`src/rtl/prio_pkg.sv`:
```
// prio_pkg: shared scan-state enum and priority-order constants for the priority scan encoder
package prio_pkg;
  typedef enum logic {ST_IDLE, ST_SCAN} state_t;
  localparam bit PRIO_HIGH_FIRST = 1'b1;
  localparam bit PRIO_LOW_FIRST = 1'b0;
endpackage

```
`src/rtl/prio_enc_n.sv`:
```
// prio_enc_n: combinational find-first encoder; d vector in, q = highest (HIGH_FIRST) or lowest set index, v = any bit set
module prio_enc_n import prio_pkg::*; #(
  parameter int N = 8,
  parameter bit HIGH_FIRST = PRIO_HIGH_FIRST,
  localparam int W = $clog2(N)
) (
  input  logic [N-1:0] d,
  output logic [W-1:0] q,
  output logic         v
);
  always_comb begin
    q = '0;
    for (int i = 0; i < N; i++) begin
      if (d[HIGH_FIRST ? i : N-1-i]) q = W'(HIGH_FIRST ? i : N-1-i);
    end
  end
  assign v = |d;
endmodule

```
`src/rtl/prio_scan_enc.sv`:
```
// prio_scan_enc: accepts in_vec via in_valid/in_ready and emits each set index in priority order as out_idx/out_none/out_last beats via out_valid/out_ready
module prio_scan_enc import prio_pkg::*; #(
  parameter int N = 8,
  parameter bit HIGH_FIRST = PRIO_HIGH_FIRST,
  localparam int W = $clog2(N)
) (
  input  logic         clk,
  input  logic         rst,
  input  logic         in_valid,
  output logic         in_ready,
  input  logic [N-1:0] in_vec,
  output logic         out_valid,
  input  logic         out_ready,
  output logic [W-1:0] out_idx,
  output logic         out_none,
  output logic         out_last
);
  state_t state;
  logic [N-1:0] pending;
  logic [W-1:0] q;
  logic v, scan;
  prio_enc_n #(.N(N), .HIGH_FIRST(HIGH_FIRST)) u_enc (.d(pending), .q(q), .v(v));
  assign scan = state == ST_SCAN;
  assign in_ready = !scan;
  assign out_valid = scan;
  assign out_idx = q;
  assign out_none = scan && !v;
  assign out_last = scan && (pending & (pending - N'(1))) == '0;
  always_ff @(posedge clk) begin
    if (rst) begin
      state <= ST_IDLE;
      pending <= '0;
    end else if (!scan) begin
      if (in_valid) begin
        pending <= in_vec;
        state <= ST_SCAN;
      end
    end else if (out_ready) begin
      pending <= out_last ? '0 : pending & ~(N'(1) << q);
      if (out_last) state <= ST_IDLE;
    end
  end
endmodule

```
`config.mk`:
```
export PLATFORM = sky130hd
export DESIGN_NAME = prio_scan_enc
export DESIGN_NICKNAME = d
export VERILOG_FILES = /design/src/rtl/prio_pkg.sv /design/src/rtl/prio_enc_n.sv /design/src/rtl/prio_scan_enc.sv
export SDC_FILE = /design/constraint.sdc
export NUM_CORES = 1
export LEC_CHECK = 0
export ABC_AREA = 1
export CAP_MARGIN = 20
export CORE_MARGIN = 10
export CORE_UTILIZATION = 42
export DETAILED_ROUTE_END_ITERATION = 10
export PLACE_DENSITY = 0.8
export SLEW_MARGIN = 20
export SYNTH_ARGS = -nofsm -noshare
export SYNTH_HDL_FRONTEND = slang
export SYNTH_SLANG_ARGS = --single-unit
```
`constraint.sdc`:
```
create_clock -name clk -period 2 [get_ports clk]
set_clock_uncertainty 0.2 [all_clocks]
set_input_delay 0.2 -clock clk [delete_from_list [all_inputs] [get_ports clk]]
set_output_delay 0.2 -clock clk [all_outputs]
set_load 0.01 [all_outputs]
```
; ---- Word level (Yosys, flattened, before mapping)
; Cells that the tools add are included.
[word_totals]
register_bits = 9
latch_bits = 0
mem_bits_rw = 0
rom_bits = 0
in_bits = 12
out_inout_bits = 7
word_cells = 31
n_memories = 0
[op_classes]
n_addsub = 1
multipliers = 0
div = 0
order_cmp = 0
n_eq_ne = 1
shifts = 1
muxes = 15
bitwise_logic = 3
reduce_logical = 8
[op_table]
columns = operator, count
row1 = 2-to-1 mux 8 bit, 4
row2 = AND 8 bit, 2
row3 = 2-to-1 mux 3 bit, 4
row4 = zero test 8 bit, 1
row5 = inverter 8 bit, 1
row6 = OR reduction 8 bit, 1
row7 = left shift 1 x 3 -> 8 bit (first input constant), 1
row8 = subtractor 8 x 1 -> 8 bit (second input constant), 1
row9 = 2-to-1 mux 1 bit, 5
row10 = 2-to-1 mux 2 bit, 2
row11 = logical AND 1 bit, 2
row12 = zero test 1 bit, 2
row13 = inequality test 2 bit (second input constant), 1
row14 = AND reduction 2 bit, 1
row15 = nonzero test 2 bit, 1

; ---- Depth between registers and ports, before layout
[depth]
ltp_word = 13
mapped_depth = 8
mapped_depth_nobuf = 8

; ---- Modules after synthesis
; A second synthesis with hierarchy kept.
[unflattened]
hier_cells = 119
area_unflattened_um2 = 688.2
[modules_own_cells]
columns = mod, instances, cells_each, area_per_inst_um2, seq_area_each_um2
row1 = prio_scan_enc, 1, 99, 610.6, 180.2
row2 = prio_enc_n, 1, 20, 77.6, 0.0

; ---- Worst setup path before layout
; OpenSTA, ideal clock, no wires.
[synth_timing]
kind = register to output
from = register state (netlist: out_valid)
to = output port out_last
t_arrival_ns = 1.014
setup_slack_ns = 0.586
path_stages_with_launch = 8
path_buffers = 1
path_cell_list = dfxtp_1 buf_6 inv_4 a21oi_1 nand3_1 nor2_2 nand2_2 inv_1
[synth_via]
elab_chain_len = 1
[synth_rtl]
columns = element, line
row1 = from (decl), prio_scan_enc.sv:18  ; state_t state;
row2 = from (signal assigned), prio_scan_enc.sv:31  ; state <= ST_IDLE;
row3 = from (signal assigned), prio_scan_enc.sv:36  ; state <= ST_SCAN;
row4 = from (signal assigned), prio_scan_enc.sv:40  ; if (out_last) state <= ST_IDLE;
row5 = logical AND 1 bit, prio_scan_enc.sv:28  ; assign out_last = scan && (pending & (pending - N'(1))) == '0;
row6 = to (decl), prio_scan_enc.sv:16  ; output logic out_last
; No other way between the ends.

; ---- Worst setup path in the final report
[layout_timing]
from = register pending[4]
to = output port out_idx[1]
[layout_via]
elab_chain_len = 4
[layout_rtl]
columns = element, line
row1 = from (decl), prio_scan_enc.sv:19  ; logic [N-1:0] pending;
row2 = from (signal assigned), prio_scan_enc.sv:35  ; pending <= in_vec;
row3 = from (signal assigned), prio_scan_enc.sv:39  ; pending <= out_last ? '0 : pending & ~(N'(1) << q);
row4 = 2-to-1 mux 3 bit (4 in a row), prio_enc_n.sv:14  ; if (d[HIGH_FIRST ? i : N-1-i]) q = W'(HIGH_FIRST ? i : N-1-i);
row5 = to (decl), prio_scan_enc.sv:14  ; output logic [W-1:0] out_idx,
; No other way between the ends.

==> results.md <==
- Async S/R FF share, synth: 0%
- Mean Syn Cell Area: 6.269 sq um
- Vias in the first global route: 685
- Busiest grt layer: met2
- Cell count of the worst reg-to-reg path: 5
- Grt total ovfl: 0
- Initial antenna violation count: 0
- Endpoints failing hold: 0
- Root buffer cell: clkbuf_4
- N_diodes: 0
- Worst Hold Path EP: pending[3]$_SDFFE_PP0P_
- Area delta synth->final: 38.27%
- Clk_lat worst skew: 0.25 ns
- # DRC: 0
- Critical-path maximum fanout: 5
- Reg2reg setup slack: 0.53 ns
- Clk slew on worst S/H paths: 0.06 ns
- Min-delay src: pending[3]$_SDFFE_PP0P_
- Minimum clock period: 1.899 ns
- Total track usage: 10.04%
- Setup CP Type: reg -> out
- Fmax: 526.5 MHz
- Synth cell types: 16
- H-tree levels: 1
- Die height: 58.05 um
- Tcrit/Tclk final: 94.97%
- CP Capture Type: primary output
- Via/cell ratio: 5.370
- Global placement routability congestion: 0.8870
- Outcome: completed
- Gate count after technology mapping: 97
- Top_reg_cell synth: dfxtp_1
- M1 GR Usage: 11.59%
- # Max-Cap Violations: 0
- P per Cell Area: 686.4 nW/um^2
- IO Pins: 19
- Met2 Track Usage GR: 16.41%
- Post-Syn Area: 608.1 sq um
- Rel. slew slack: 82.55%
- Pleak: 0.3837 nW
- Clock tree buffer depth: 2
- CTS Hold Bufs: 0
- DR WL/cell: 12.94 um
- Crit Reg-Reg Startpoint: out_valid$_SDFF_PP0_
- RSZ-0062 raised after global routing: false
- Share of layout cells above drive strength 1: 15.00%
- Final #Nets: 133
- Yosys reg bits: 9
- Post-synth EDFFs: 0
- WL final: 1747 um
- WHS: 0.3220 ns
- Initial DRC Count: 22
- Setup-violating endpoint count in the final report: 0
- CTS tree: done
- Synthesized Nets: 109
- CTS sink count: 9
- WHS Path Cells: 2
- Slew Viols, Final: 0
- Via count: 725
- FP Rows: 13
- Yosys warnings: 0
- Final Instance Area: 840.8 sq um
- Number of detailed-route iterations in the first pass: 4
- Die width: 58.05 um
- First-pass GRT wire length: 2842 um
- WP data required: 1.60 ns
- Port Buf Inserts: 18
- Worst ir drop on vdd: 468.0 uV
- Pwr Total: 0.0005771 W
- Post-DP Area: 810.8 sq um
- Setup TNS: 0 ns
- Fin util: 63.04%
- DIE AREA: 3370 sq um
- CTS buffer count: 3
- Core area: 1334 sq um
- GR Util met3: 4.793%
- ANT nets after route: 0
- Worst R2R End: pending[1]$_SDFFE_PP0P_
- Initial Utilization: 45.59%
- Worst-Margin Slew: 0.2612 ns
- Pin count of the biggest net entering global routing: 11
- Critical path arrival: 1.50 ns
- Critical path launch point type: register
- Worst min path class: reg -> reg
- Seq/Total Area, Yosys: 29.63%
- Post-DP HPWL: 1389 um
synth_stat cells (3+ instances only):
cell	instances	share of area, %
nand2_1	19	12
dfxtp_1	9	30
inv_1	10	6.2
o21ai_0	16	13
nand3_1	16	13
nand2_2	3	3.1
nor2_2	4	4.1
nor2_1	3	1.9
a21oi_1	10	8.2
what timing repair did:
action,4_1_cts,5_1_grt
resized for setup,4,2
buffers inserted,0,0
pin swaps,1,0
endpoints found under the setup margin,3,2
gates cloned,0,0
layout by cell type (no fill, tap or decap):
cell,instances
nor2_2,3
nor2_4,2
nand3_1,16
clkbuf_4,3
dlygate4sd2_1,3
nor3_1,1
a21oi_1,10
clkdlybuf4s50_1,15
o21ai_0,16
dfxtp_1,7
inv_4,1
buf_4,2
clkbuf_1,1
a22oi_1,1
o21ai_2,1
inv_1,10
inv_2,1
nand2_1,19
nand2_2,3
nor2_1,3
dfxtp_2,2
worst max-delay path, cell delays in order (launching register included):
cell and delay (ns):
dfxtp_1 0.37, nor2_4 0.18, nand2_1 0.07, nand3_1 0.09, clkdlybuf4s50_1 0.55
flip-flops by register name, summed over array words and instances, names as in the netlist:
register and flops:
pending 8, out_valid 1
metal layers:
metal  part of all wire, %  vias up
met5                     0        -
met1                    46      333
met2                    46       20
met3                   7.8        2
met4                  0.69        0
li1                      -      370
per-stage QoR:
stage               std cells  setup slack (ns)
floorplan                  97            0.5863
global placement          131            0.1360
detailed placement        131            0.1034
CTS                       135           0.06858
global route              135          0.007228
finish                    135            0.1006
how the worst max path moves through the flow:
stage | from | to | slack, ns
after floorplan | out_valid$_SDFF_PP0_ | out_last | 0.59
after global placement | pending[2]$_SDFFE_PP0P_ | out_last | 0.14
after detailed placement | pending[2]$_SDFFE_PP0P_ | out_last | 0.10
after CTS | pending[2]$_SDFFE_PP0P_ | out_idx[1] | 0.07
after global routing | pending[0]$_SDFFE_PP0P_ | out_last | 0.007
final | pending[4]$_SDFFE_PP0P_ | out_idx[1] | 0.10
cell type report:
type                       instances  area [sq um]
multi-input combinational         75         374.1
inverter                          12         47.55
clock buffer                       4         26.28
timing repair buffer              20         191.4
tap                               15         18.77
fill                             143         493.0
sequential                         9         182.7
power by group:
group          switching, W  leakage (nW)  internal, W  total, W
registers         0.0000270        0.0752     0.000197  0.000224
clock network     0.0000626        0.0150    0.0000768  0.000139
logic              0.000116         0.293    0.0000982  0.000214
total              0.000205         0.384     0.000372  0.000577
kinds of logic (layout without fill, tap and decap cells):
kind of cell / after synthesis / after routing / share of synthesized area, %
compound gates: 28 / 28 / 24.08
buf+inv: 13 / 36 / 9.671
flops: 9 / 9 / 29.63
simple gates: 47 / 47 / 36.62
No activity file was read; power rests on OpenSTA's default activity.
